$ cat src/rtl/editor_campos.sv
// editor_campos: push-button editor for RTC date/time/alarm fields.
// Navigates a ring of nine BCD fields, edits the selected value with
// range-aware BCD wrap, and hands the result to the RTC controller as a
// request/acknowledge write.
module editor_campos #(
  parameter int unsigned TIMEOUT_CYC = 32'd1000
) (
  input  logic       CLK,
  input  logic       RST,
  input  logic       BTN_UP,
  input  logic       BTN_DOWN,
  input  logic       BTN_LEFT,
  input  logic       BTN_RIGHT,
  input  logic       BTN_EDIT,
  input  logic [7:0] DIA_T,
  input  logic [7:0] MES_T,
  input  logic [7:0] ANO_T,
  input  logic [7:0] HORA_T,
  input  logic [7:0] MINUTO_T,
  input  logic [7:0] SEGUNDO_T,
  input  logic [7:0] HORAT_T,
  input  logic [7:0] MINUTOT_T,
  input  logic [7:0] SEGUNDOT_T,
  input  logic       WR_ACK,
  output logic [7:0] Puntero,
  output logic [7:0] DATO_W,
  output logic [7:0] DIR_W,
  output logic       WR_REQ,
  output logic       EDITANDO
);

  localparam int unsigned CW = 32;
  localparam int unsigned IW = 4;
  localparam logic [IW-1:0] LAST_IDX = IW'(8);

  typedef enum logic [1:0] {S_IDLE, S_NAV, S_EDIT, S_WRITE} state_t;

  state_t          state;
  logic [IW-1:0]   idx;
  logic [CW-1:0]   cnt;

  logic            any_btn;
  logic            timed_out;
  logic [7:0]      sel_raw;
  logic [7:0]      fmin;
  logic [7:0]      fmax;
  logic [7:0]      load_val;
  logic [7:0]      inc_val;
  logic [7:0]      dec_val;
  logic [IW-1:0]   next_idx;
  logic [IW-1:0]   prev_idx;

  // RTC register address of each ring position
  function automatic logic [7:0] field_addr(input logic [IW-1:0] i);
    case (i)
      4'd0:    return 8'h24;
      4'd1:    return 8'h25;
      4'd2:    return 8'h26;
      4'd3:    return 8'h23;
      4'd4:    return 8'h22;
      4'd5:    return 8'h21;
      4'd6:    return 8'h43;
      4'd7:    return 8'h42;
      default: return 8'h41;
    endcase
  endfunction

  // Field selection, range limits, load validation and BCD step values
  always_comb begin
    sel_raw  = SEGUNDOT_T;
    fmin     = 8'h00;
    fmax     = 8'h59;
    case (idx)
      4'd0:    begin sel_raw = DIA_T;     fmin = 8'h01; fmax = 8'h31; end
      4'd1:    begin sel_raw = MES_T;     fmin = 8'h01; fmax = 8'h12; end
      4'd2:    begin sel_raw = ANO_T;     fmax = 8'h99; end
      4'd3:    begin sel_raw = HORA_T;    fmax = 8'h23; end
      4'd4:    sel_raw = MINUTO_T;
      4'd5:    sel_raw = SEGUNDO_T;
      4'd6:    begin sel_raw = HORAT_T;   fmax = 8'h23; end
      4'd7:    sel_raw = MINUTOT_T;
      default: sel_raw = SEGUNDOT_T;
    endcase

    // Nibbles both <=9 makes hex ordering equal to decimal ordering
    if ((sel_raw[7:4] <= 4'd9) && (sel_raw[3:0] <= 4'd9) &&
        (sel_raw >= fmin) && (sel_raw <= fmax))
      load_val = sel_raw;
    else
      load_val = fmin;

    if (DATO_W == fmax)
      inc_val = fmin;
    else if (DATO_W[3:0] == 4'd9)
      inc_val = {DATO_W[7:4] + 4'd1, 4'd0};
    else
      inc_val = DATO_W + 8'd1;

    if (DATO_W == fmin)
      dec_val = fmax;
    else if (DATO_W[3:0] == 4'd0)
      dec_val = {DATO_W[7:4] - 4'd1, 4'd9};
    else
      dec_val = DATO_W - 8'd1;

    next_idx  = (idx == LAST_IDX) ? '0 : idx + IW'(1);
    prev_idx  = (idx == '0) ? LAST_IDX : idx - IW'(1);
    any_btn   = BTN_UP | BTN_DOWN | BTN_LEFT | BTN_RIGHT | BTN_EDIT;
    timed_out = (cnt == CW'(TIMEOUT_CYC - 32'd1));
  end

  // Editor FSM with registered outputs; priority EDIT > LEFT > RIGHT > UP > DOWN
  always_ff @(posedge CLK) begin
    if (RST) begin
      state    <= S_IDLE;
      idx      <= '0;
      cnt      <= '0;
      Puntero  <= 8'h00;
      DATO_W   <= 8'h00;
      DIR_W    <= 8'h00;
      WR_REQ   <= 1'b0;
      EDITANDO <= 1'b0;
    end else begin
      case (state)
        S_IDLE: begin
          if (any_btn) begin
            state   <= S_NAV;
            idx     <= '0;
            Puntero <= field_addr('0);
            cnt     <= '0;
          end
        end

        S_NAV: begin
          if (BTN_EDIT) begin
            state    <= S_EDIT;
            DATO_W   <= load_val;
            EDITANDO <= 1'b1;
            cnt      <= '0;
          end else if (BTN_LEFT) begin
            idx     <= prev_idx;
            Puntero <= field_addr(prev_idx);
            cnt     <= '0;
          end else if (BTN_RIGHT) begin
            idx     <= next_idx;
            Puntero <= field_addr(next_idx);
            cnt     <= '0;
          end else if (any_btn) begin
            cnt <= '0;
          end else if (timed_out) begin
            state   <= S_IDLE;
            Puntero <= 8'h00;
            cnt     <= '0;
          end else begin
            cnt <= cnt + CW'(1);
          end
        end

        S_EDIT: begin
          if (BTN_EDIT) begin
            state    <= S_WRITE;
            DIR_W    <= Puntero;
            WR_REQ   <= 1'b1;
            EDITANDO <= 1'b0;
            cnt      <= '0;
          end else if (BTN_LEFT) begin
            state    <= S_NAV;
            EDITANDO <= 1'b0;
            cnt      <= '0;
          end else if (BTN_RIGHT) begin
            cnt <= '0;
          end else if (BTN_UP) begin
            DATO_W <= inc_val;
            cnt    <= '0;
          end else if (BTN_DOWN) begin
            DATO_W <= dec_val;
            cnt    <= '0;
          end else if (timed_out) begin
            state    <= S_IDLE;
            Puntero  <= 8'h00;
            EDITANDO <= 1'b0;
            cnt      <= '0;
          end else begin
            cnt <= cnt + CW'(1);
          end
        end

        S_WRITE: begin
          if (WR_ACK) begin
            state  <= S_NAV;
            WR_REQ <= 1'b0;
            cnt    <= '0;
          end
        end

        default: begin
          state <= S_IDLE;
        end
      endcase
    end
  end

endmodule

$ cat config.mk
export PLATFORM = sky130hd
export DESIGN_NAME = editor_campos
export DESIGN_NICKNAME = d
export VERILOG_FILES = /design/src/rtl/editor_campos.sv
export SDC_FILE = /design/constraint.sdc
export NUM_CORES = 1
export LEC_CHECK = 0
export CAP_MARGIN = 20
export CORE_MARGIN = 3
export CORE_UTILIZATION = 45
export DETAILED_ROUTE_END_ITERATION = 12
export PLACE_DENSITY_LB_ADDON = 0.1
export SETUP_SLACK_MARGIN = 0.4
export SLEW_MARGIN = 40
export SYNTH_ARGS = -nofsm -noshare
export SYNTH_HDL_FRONTEND = slang
export SYNTH_SLANG_ARGS = --single-unit
$ cat constraint.sdc
create_clock -name CLK -period 4.5 [get_ports CLK]
set_input_delay 0.9 -clock CLK [delete_from_list [all_inputs] [get_ports CLK]]
set_output_delay 0.9 -clock CLK [all_outputs]
set_load 0.01 [all_outputs]
Yosys cells after proc, flatten, opt, wreduce, memory -nomap -nowiden
Memory sizes are Yosys's and may differ from the RTL's.
Index checks and enable logic that the tools add are counted.
{"block": "totals", "reg_bits": 64, "latch_bits": 0, "ram_bits": 0, "romBits": 80, "input_bits": 80, "output_inout_bits": 26, "word_cells": 152, "memories": 2}
{"memory": "(name not given)", "words": 8, "word_bits": 5, "read_ports": 1, "rd_clocked_by_memory_dff": 0, "wr": 0, "line": "55", "rtl": "case (i)"}
{"memory": "(name not given)", "words": 8, "word_bits": 5, "read_ports": 1, "rd_clocked_by_memory_dff": 0, "wr": 0, "line": "55"}
{"block": "op_classes", "n_addsub": 7, "mul": 0, "n_div": 0, "order_cmp": 4, "eq_ne": 35, "n_shift": 0, "mux": 72, "n_bitwise": 4, "n_reduce_logical": 20}
{"cell": "32-bit two-way mux", "n": 12}
{"cell": "8-bit two-way mux", "n": 24}
{"cell": "32-bit one-hot mux with 4 select lines", "n": 1}
{"cell": "8-bit one-hot mux with 8 select lines", "n": 1}
{"cell": "32-bit by 1-bit adder with 32-bit output, second input constant", "n": 1}
{"cell": "32-bit by 10-bit == test with 1-bit output, second input constant", "n": 1}
{"cell": "8-bit one-hot mux with 4 select lines", "n": 1}
{"cell": "2-bit two-way mux", "n": 12}
{"cell": "4-bit two-way mux", "n": 6}
{"cell": "8-bit one-hot mux with 3 select lines", "n": 1}
{"cell": "2-bit != test, second input constant", "n": 10}
{"cell": "4-bit != test, second input constant", "n": 5}
{"cell": "4-bit by 3-bit == test with 1-bit output, second input constant", "n": 4}
{"cell": "8-bit == test", "n": 2}
{"cell": "8-bit one-hot mux with 2 select lines", "n": 1}
{"cell": "3-bit != test, second input constant", "n": 5}
{"cell": "6-bit AND reduction", "n": 2}
{"cell": "1-bit two-way mux", "n": 9}
{"cell": "9-bit AND reduction", "n": 1}
{"cell": "4-bit by 1-bit adder with 4-bit output, second input constant", "n": 2}
{"cell": "8-bit by 1-bit adder with 8-bit output, second input constant", "n": 1}
{"cell": "4-bit by 2-bit == test with 1-bit output, second input constant", "n": 2}
{"cell": "4-bit == test, second input constant", "n": 2}
{"cell": "8-bit >= comparator", "n": 1}
{"cell": "21 further kinds", "n": 35}

Depth between registers and ports, before layout
Gate-level depths: netlist of the first run.
{"block": "logic_depth", "word_depth": 11, "ltp_mapped": 18, "mapped_depth_nobuf": 15}

Least setup slack after synthesis of the first run
Ideal clock, no wire load.
{"block": "synth_timing", "path_kind": "register to register", "start": "register idx[0]", "end": "register DATO_W[0]", "setup_ns": 0.114, "t_arrival_ns": 3.795, "t_required_ns": 4.386, "slack_ns": 0.590, "path_stages_with_launch": 16, "n_path_buf": 4, "period_less_slack_ns": 3.910, "cell_sequence": "dfxtp_1 -> clkbuf_1 -> inv_1 -> ha_1 -> buf_2 -> buf_4 -> clkbuf_1 -> a222oi_1 -> nand3_1 -> o211ai_1 -> ha_1 -> or4b_1 -> or4_4 -> and3_4 -> mux2i_1 -> a2111oi_0"}
{"block": "synth_between", "elab_chain_len": 11, "word_cells_on_any_way": 32, "classes_between": "order compare (4); eq/ne (9); mux (13); reduce/logical (6)"}
{"element": "start: declaration", "line": "39", "rtl": "logic [IW-1:0] idx;"}
{"element": "start signal: assignment", "line": "141", "rtl": "idx <= prev_idx;"}
{"element": "start signal: assignment", "line": "145", "rtl": "idx <= next_idx;"}
{"element": "parallel branches: the longest is 10 deep, another holds 8-bit less-or-equal comparator"}
{"element": "8-bit one-hot mux with 2 select lines (*)", "line": "124", "rtl": "case (state)"}
{"element": "end signal: assignment", "line": "137", "rtl": "DATO_W <= load_val;"}
{"element": "end signal: assignment", "line": "173", "rtl": "DATO_W <= inc_val;"}
{"element": "end signal: assignment", "line": "176", "rtl": "DATO_W <= dec_val;"}
{"element": "end: declaration", "line": "26", "rtl": "output logic [7:0] DATO_W,"}
Mark *: on every way between the ends. The select of a mux whose other input is x is not followed.
A chain may end at the register's enable or synchronous reset.

Worst setup path after layout of the first run
{"block": "layout_timing", "start": "register idx[0]", "end": "register DATO_W[5]"}
Same word-level chain as after synthesis.

==> metrics, run 1 <==
status=finished clean; starting density of the core=46.9%; post-DP HPWL=between 10 and 15 mm; die area=approximately 0.012 mm^2; ys async rst share=0%; RSZ-0062 raised after global routing=false; first-pass GRT wire length=about 24 mm; setup TNS=0 ns; post-CTS setup buffers=0; Worst Tran Pin Value=roughly 0.74 ns; die height=about 110 um; CTS tree=yes; Fmax=approximately 260 MHz; Period minus WS final=3.79 ns; Avg Synthesized Cell Area=7.40 um^2; worst-path maximum fanout=18; data arrival time of the worst path=between 4 and 5 ns; syn_nets=between 700 and 800; PD cells=270 mW/mm^2; largest net degree at the start of global routing=33; Netlist cell types=68; Chip Width=approximately 110 um; grt total ovfl=0; maxcap violations=0; final cell count without fillers=890; sequential-to-total area share from yosys stat=between 20% and 30%; number of global-route vias before repair=slightly below 5k; initial antenna violation count=0; Hold Violations, Final=0; Final Skew=between 0.01 and 0.015 ns; Post-synth top cells=nor2_1, dfxtp_1, a21oi_1, nand2_1, nand3_1; multi-input logic area=0.00334 mm^2; count leader, synth=nor2_1; HP Class=reg -> reg; sequential cell area=approximately 0.0013 mm^2; total CTS buffers=9; Max clock buf depth=2; number of flops mapped to enable cells by yosys=0; Ant. Diodes=0; CTS sink cnt=64; Crit. End Element=flip-flop; remaining antenna violation count=0; Core ar.=0.0104 mm^2; # setup viols final=0; peak supply drop=between 0.15 and 0.2 mV; DR DRC count=0; Seq cells post-synth=64; Post-Syn Area=0.00488 mm^2; gr usage total=between 20% and 30%; Syn Inst Count=660; layout cell share with drive strength beyond 1=5.84%; critical path class=reg -> reg; Port Buffers=roughly 110; CP required=around 4.8 ns; clk_lat worst skew=0.35 ns; Detailed Route Iter0 Violations=387; drt first pass iters=7; root buffer cell=clkbuf_8; WL per Instance=between 15 and 20 um; final wirelength=roughly 15 mm; cell row count=37; PnR Total Power=approximately 1.7 mW; Layout area overhead=28.3%; final net count=856; Vias/cell=5.82; Worst-path clk slew=about 0.08 ns; Leakage=roughly 2.2 nW; post-synth top area cell=dfxtp_1; Final Slew Violations=0; relative slew slack=approximately 50%; Top Ports=between 100 and 150; Yosys warning count=0; Synth top area share=around a quarter; top post-synthesis cells by area=dfxtp_1, ha_1, nor2_1; RD Place Congestion=between 0.9 and 1; dominant synthesized flop cell=dfxtp_1; Placed Cells=between 800 and 900; Final Cycle Share=between 80% and 90%; crit path launch type=flip-flop; Filler Cells Inserted=969; total number of vias=about 5.2k; htree depth=3
cell families (layout without fill, tap and decap cells):
kind of cell / count (synthesis) / count (layout) / share of synthesized area (%)
AND/OR/NAND/NOR: 274 / 274 / 27.7
adder cells (fa/ha/maj): 26 / 26 / 6.66
multiplexers: 16 / 16 / 3.43
XOR/XNOR: 39 / 39 / 6.99
flip-flops: 64 / 64 / 26.2
AO/OA/AOI/OAI: 175 / 175 / 23.4
buffers and inverters: 66 / 160 / 5.56
worst max-delay path, cell delays in order, from the launching register on:
cell	delay, ns
dfxtp_1	0.53
inv_1	0.15
ha_2	0.34
a222oi_1	0.33
nand3_1	0.12
o211ai_1	0.24
inv_1	0.10
ha_1	0.31
a21o_1	0.18
a21oi_1	0.20
nor2_1	0.06
o31ai_1	0.36
nand4b_2	0.26
o221a_1	0.30
a211oi_1	0.21
per-stage QoR:
step / util [%] / cell area [um^2] / hold slack, ns / setup slack (ns)
6_report: 60.1 / 6260 / 0.458 / 0.708
4_1_cts: 60.1 / 6260 / 0.461 / 0.558
3_5_place_dp: 57.9 / 6040 / 0.451 / 0.466
3_3_place_gp: 57.9 / 6040 / 0.445 / 0.498
5_1_grt: 60.1 / 6260 / 0.478 / 0.456
2_1_floorplan: - / 4880 / 0.465 / 0.590
where the power goes:
part	total, mW	internal, mW	switching (mW)
clock	0.562	0.339	0.223
sequential	0.620	0.585	0.0346
combinational	0.506	0.241	0.265
total	1.69	1.17	0.523
layout by cell type, fill, tap and decap left out, types with 4 or more instances in the layout:
master and count:
a21oi_1 58, dfxtp_1 64, nand2_1 50, o21ai_0 28, or2_2 4, ha_1 23, a31oi_1 4, nor3_1 19
nand2b_1 8, a222oi_1 4, a211oi_1 5, inv_1 25, nor4_1 11, nor2b_1 7, nand4_1 12, o211ai_1 6
clkdlybuf4s50_1 105, and2_1 6, or3_1 7, clkbuf_8 11, nor2_1 82, xor2_1 19, xnor2_1 20, and3_1 9
buf_4 14, nand3_1 41, a22oi_1 26, mux2i_1 13, o22ai_1 6
layer usage:
metal  part of all wire [%]  vias up  routed length, um  global-route usage [%]
met1                     45     2414               6710                    34.7
met3                    6.1       13                912                    4.37
li1                       -     2584                  -                       -
met4                    1.3        0                187                    6.07
met2                     47      170               7030                    40.2
met5                      0        -                  0                       0
state kept, by name, summed over array words and instances, names as in the netlist:
name / cells
Puntero: 8
DIR_W: 8
EDITANDO: 1
DATO_W: 8
WR_REQ: 1
idx: 4
state: 2
cnt: 32
timing repair:
| action | in CTS | in global routing |
|---|---|---|
| endpoints found under the setup margin | 0 | 4 |
| resized for setup | 0 | 3 |
| hold buffers | 0 | 0 |
area by class of cell:
class | instances | share of cell area (%)
sequential | 64 | 20.5
tap | 136 | 2.72
timing repair buffer | 119 | 18.5
clock buffer | 12 | 2.48
clock inverter | 3 | 1.04
inverter | 26 | 1.56
multi-input combinational | 530 | 53.3
final timing paths:
check / startpoint / end / slack (ns) / depth (start not counted)
setup / recovery: idx[0] / DATO_W[5] / 0.71 / 14
hold / removal: DIR_W[0] / DIR_W[0] / 0.46 / 2
setup reg to reg: idx[0] / DATO_W[5] / 0.71 / 14
hold reg to reg: DIR_W[0] / DIR_W[0] / 0.46 / 2
Power figures use the tool's default switching activity.
==> inputs of run 2 (changes only) <==
==> constraint.sdc (replaced) <==
create_clock -name CLK -period 3.2 [get_ports CLK]
set_input_delay 0.64 -clock CLK [delete_from_list [all_inputs] [get_ports CLK]]
set_output_delay 0.64 -clock CLK [all_outputs]
set_load 0.01 [all_outputs]
==> run 2 against run 1 <==
Against the previous run:
- the flow now finishes with violations (setup timing)
- combinational power grew 83%
- power grew 51%
- clock skew shrank 0.0064 ns
- final cell count grew 9.7%
- critical endpoint is now DATO_W[0]
- largest cell class unchanged
==> metrics, run 2 (synthesized netlist as in run 1, its figures left out) <==
status=finished with violations; failing checks=setup timing; Reg-to-Reg End=DATO_W[0]; Placed Cells=roughly 940; register share of total power=between 30 and 40%; reg2reg path depth=19; Hold Path End=DIR_W[2]; CTS tree=yes; Final Slew Violations=0; Leakage=approximately 2.7 nW; Core ar.=0.0104 mm^2; Ant. Diodes=0; WL per Instance=about 17 um; RSZ-0062 raised after global routing=true; CTS sink cnt=64; post-route setup slack=-0.122 ns; Vias/cell=around 5.7; layout cell share with drive strength beyond 1=20.6%; die height=approximately 110 um; CP required=between 3 and 4 ns; crit path launch type=flip-flop; first-pass GRT wire length=26.7 mm; post-DP HPWL=12.2 mm; initial antenna violation count=0; Worst-path clk slew=~0.070 ns; die area=about 0.012 mm^2; # setup viols final=6; Internal=1.72 mW; critical path class=reg -> reg; Fmax=~300 MHz; Worst Hold Launch=DIR_W[2]; relative slew slack=57.8%; max reg flops=32; largest net degree at the start of global routing=33; Top Ports=~110; worst-path maximum fanout=6; worst r2r src=idx[1]; starting density of the core=a little under half; DR top layer=met4; DR DRC count=0; root buffer cell=clkbuf_8; drt first pass iters=5; Worst Tran Pin Value=0.631 ns; Biggest register=cnt; final net count=between 900 and 1k; Port Buffers=roughly 110; reg-to-reg slack, setup=-0.12 ns; HP Class=reg -> reg; clock group share of total power=29.3%; total number of vias=approximately 5.6k; peak supply drop=0.303 mV; RD Place Congestion=between 0.9 and 1; cell row count=37; total CTS buffers=9; M1 wire length=about 7.5 mm; Hold Violations, Final=0; maxcap violations=0; setup TNS=-0.402 ns; Final Cycle Share=104%; critical path cell sequence=inv_2, buf_6, ha_4, buf_6, a222oi_1, nand3_1, o211ai_1, inv_1, ha_4, a21o_1, a21oi_4, o21a_1, o21ai_1, o31ai_1, buf_4, and3_4, buf_4, mux2i_1, a2111oi_2; Crit. End Element=flip-flop; Met2 Routed Length=about 7.9 mm; final cell count without fillers=976; data arrival time of the worst path=around 3.6 ns; Sw Share=32.5%; metal3 WL=around 900 um; slowest CP cell=dfxtp_2; most frequent cells in the layout=clkdlybuf4s50_1, buf_4, nor2_1; Hold Path Stages=2; htree depth=3; leading cell type in the layout, fill and taps excluded=clkdlybuf4s50_1; Chip Width=roughly 110 um; post-place setup slack=-0.508 ns; sw power=827 uW; Comb power frac=a little over a third; Detailed Route Iter0 Violations=approximately 460; final wirelength=roughly 17 mm; delay of the slowest critical-path stage=between 0.3 and 0.4 ns; number of global-route vias before repair=about 5.4k; gr usage total=between 20% and 30%; PD cells=350 mW/mm^2; grt total ovfl=0; Max clock buf depth=2; clk_lat worst skew=about 0.36 ns; Final Skew=about 0.0064 ns; remaining antenna violation count=0; Period minus WS final=roughly 3.3 ns; Layout area overhead=49.1%
==> run 2: cell count changes in the layout (fill, tap and decap cells not counted), moves of 4 or more <==
cell,change
ha_1,-6
a22oi_2,+6
a22oi_1,-6
buf_4,+71
ha_4,+8
inv_1,-4
buf_6,+11
==> run 2: worst max path at each step <==
stage / start / endpoint / cells past startpoint
finish: idx[1] / DATO_W[0] / 19
global route: idx[1] / DATO_W[0] / 19
global placement: MES_T[0] / DATO_W[0] / 10
CTS: idx[1] / DATO_W[0] / 13
floorplan: idx[0] / DATO_W[0] / 15
detailed placement: MES_T[0] / DATO_W[0] / 10
==> run 2: power by group through the flow <==
stage / clock, mW / sequential [mW] / combinational, mW
after floorplan: 0 / 0.876 / 0.448
after global placement: 0 / 0.888 / 0.769
after detailed placement: 0 / 0.890 / 0.780
after CTS: 0.763 / 0.872 / 0.873
after global routing: 0.800 / 0.877 / 1.01
final: 0.747 / 0.874 / 0.927
==> run 2: worst max-delay path, delay by kind of cell, from the launching register on <==
family	cells	cell delay, ns
adders and majority gates	2	0.48
and+or+nand+nor	2	0.29
DFF	1	0.36
AOI/OAI and AO/OA	8	1.24
muxes	1	0.12
buffers and inverters	6	0.73
==> run 2: what timing repair did <==
item	in CTS	in global routing
hold buffers	0	0
resized for setup	52	16
setup endpoints to repair	8	9
buffers inserted	19	3
pin swaps	39	17
==> run 2: area by class of cell <==
class	instances	area (um^2)
clock buffers	12	165
clock inverters	4	51.3
fillers	850	3130
inverters	26	103
multi-input cells	530	3640
flip-flops and latches	64	1290
well taps	136	170
repair buffers	204	1870
==> run 2: layer usage <==
| metal | global-route usage [%] | vias to the layer above |
|---|---|---|
| met1 | 37.3 | 2661 |
| met2 | 45.0 | 168 |
| met4 | 7.83 | 0 |
| li1 | - | 2753 |
| met5 | 0 | - |
| met3 | 5.94 | 26 |
==> run 2: metrics by stage <==
stage | instance area, um^2 | power (mW) | hold slack, ns | util (%)
detailed placement | 6550 | 1.67 | 0.449 | 62.9
global placement | 6550 | 1.66 | 0.444 | 62.9
finish | 7280 | 2.55 | 0.454 | 69.9
CTS | 7170 | 2.51 | 0.456 | 68.9
global route | 7280 | 2.69 | 0.468 | 69.9
floorplan | 4940 | 1.32 | 0.465 | -
==> inputs of run 3 (changes only) <==
--- a/config.mk
+++ b/config.mk
@@ -6,12 +6,14 @@
 export NUM_CORES = 1
 export LEC_CHECK = 0
 export CAP_MARGIN = 20
+export CELL_PAD_IN_SITES_DETAIL_PLACEMENT = 1
+export CELL_PAD_IN_SITES_GLOBAL_PLACEMENT = 1
 export CORE_MARGIN = 3
-export CORE_UTILIZATION = 45
+export CORE_UTILIZATION = 34
 export DETAILED_ROUTE_END_ITERATION = 12
 export PLACE_DENSITY_LB_ADDON = 0.1
+export RECOVER_POWER = 100
 export SETUP_SLACK_MARGIN = 0.4
-export SLEW_MARGIN = 40
 export SYNTH_ARGS = -nofsm -noshare
 export SYNTH_HDL_FRONTEND = slang
 export SYNTH_SLANG_ARGS = --single-unit
==> run 3 against run 2 <==
Against the previous run:
- highest routed layer unchanged
- via count rose by 2.6%
- critical endpoint unchanged
- register-to-register slack worse by 0.10 ns
- largest power group is now the clock network
- die area up 30%
- count of clock-buffer cells in the layout decreased by 2
- clock skew about the same
- the flow still finishes with violations (setup timing)
==> metrics, run 3 (synthesized netlist as in run 1, its figures left out) <==
# setup viols final=8; layout cell share with drive strength beyond 1=between 20% and 30%; CP required=between 3 and 4 ns; data arrival time of the worst path=3.64 ns; Worst-path clk slew=0.05 ns; setup TNS=-1.42 ns; gr usage total=~24%; Worst Tran Pin Value=between 0.7 and 0.8 ns; clk_lat worst skew=roughly 0.33 ns; metal3 WL=around 750 um; starting density of the core=between 30% and 40%; drt first pass iters=5; first-pass GRT wire length=31.9 mm; remaining antenna violation count=0; critical path class=reg -> reg; Leakage=approximately 2.8 nW; Core ar.=about 0.014 mm^2; CTS tree=yes; largest net degree at the start of global routing=33; final net count=around 950; leading cell type in the layout, fill and taps excluded=clkdlybuf4s50_1; Vias/cell=between 5 and 6; peak supply drop=roughly 0.26 mV; M1 wire length=between 8 and 9 mm; Port Buffers=~110; total number of vias=between 5k and 6k; Chip Width=roughly 130 um; die height=between 100 and 150 um; failing checks=setup timing; Layout area overhead=52.2%; Max clock buf depth=2; RSZ-0062 raised after global routing=true; WL per Instance=19.2 um; worst-path maximum fanout=6; RD Place Congestion=between 0.8 and 0.9; number of global-route vias before repair=around 6k; max reg flops=32; PnR Total Power=roughly 2.8 mW; crit path launch type=flip-flop; Final Cycle Share=107%; Hold Violations, Final=0; Post-Route Utilization=a little over half; HP Class=reg -> reg; DR top layer=met4; Final Slew Violations=0; Crit. End Element=flip-flop; total CTS buffers=9; maxcap violations=0; initial antenna violation count=0; cell row count=43; grt total ovfl=0; Ant. Diodes=0; DR DRC count=0; post-route setup slack=-0.226 ns; post-DP HPWL=roughly 14 mm; Biggest register=cnt; final wirelength=just under 20 mm; relative slew slack=between 50% and 60%; most frequent cells in the layout=clkdlybuf4s50_1, buf_4, nor2_1; Detailed Route Iter0 Violations=between 300 and 400; die area=0.0158 mm^2; Fmax=a little under 300 MHz; status=finished with violations; Final Skew=approximately 0.0063 ns; htree depth=3; root buffer cell=clkbuf_16; PD cells=about 380 mW/mm^2; CTS sink cnt=64; Met2 Routed Length=between 9 and 10 mm; Period minus WS final=3.43 ns; Top Ports=between 100 and 150; Filler Cells Inserted=about 1.7k
==> run 3: cell types whose count changed in the layout (fill, tap and decap cells not counted), sizes merged, moves of 2 or more <==
| cell | before | now |
|---|---|---|
| buf | 99 | 106 |
| clkdlybuf4s50 | 103 | 98 |
| clkinvlp | 1 | 3 |
| dlymetal6s2s | 0 | 4 |
| clkbuf | 12 | 10 |
==> run 3: worst max-delay path, stage by stage, from the launching register on <==
cell,delay (ns)
dfxtp_4,0.36
buf_4,0.15
ha_4,0.19
buf_4,0.13
or2_2,0.30
o41ai_4,0.32
and2_1,0.25
ha_1,0.19
a21o_1,0.15
a21oi_2,0.08
o21a_1,0.18
o21ai_2,0.14
o31ai_2,0.09
buf_4,0.14
and3_4,0.15
mux2i_1,0.13
a2111oi_2,0.35
==> run 3: area by class of cell <==
| class | instances | area (um^2) | area share [%] |
|---|---|---|---|
| multi-input cells | 530 | 3590 | 48.2 |
| flip-flops and latches | 64 | 1290 | 17.3 |
| repair buffers | 211 | 1930 | 26.0 |
| clock inverters | 5 | 57.6 | 0.774 |
| well taps | 180 | 225 | 3.03 |
| inverters | 26 | 103 | 1.38 |
| clock buffers | 10 | 239 | 3.21 |
==> run 3: where the power goes <==
part	total, mW	switching, mW	internal (mW)
logic	0.941	0.473	0.468
registers	0.873	0.0492	0.823
clock network	0.978	0.361	0.618
total	2.79	0.883	1.91
==> run 3: timing repair <==
| action | CTS | global route |
|---|---|---|
| resized for setup | 40 | 26 |
| setup endpoints to repair | 8 | 21 |
| buffers inserted | 21 | 7 |
| gates cloned | 0 | 0 |
| pin swaps | 16 | 16 |
| hold buffers | 0 | 0 |
| hold endpoints to repair | 0 | 0 |
==> run 3: routing by layer <==
layer  vias up  global-route usage, %
li1       2768                      -
met1      2844                   30.1
met2       112                   43.3
met3        29                   4.88
met4         0                   7.07
met5         -                      0
==> run 3: final timing paths <==
path | startpoint | endpoint | slack [ns] | depth (start not counted)
hold / removal | DIR_W[3] | DIR_W[3] | 0.46 | 2
setup reg to reg | idx[1] | DATO_W[0] | -0.23 | 16
hold reg to reg | DIR_W[3] | DIR_W[3] | 0.46 | 2
setup / recovery | idx[1] | DATO_W[0] | -0.23 | 16
==> run 3: through the flow <==
step	hold slack (ns)	setup slack, ns	instances	cell area [um^2]
2_1_floorplan	0.465	-0.249	660	4940
3_3_place_gp	0.445	-0.432	983	6630
3_5_place_dp	0.450	-0.527	983	6630
5_1_grt	0.486	-0.423	1026	7430
6_report	0.455	-0.226	1026	7430
4_1_cts	0.457	-0.116	1019	7270
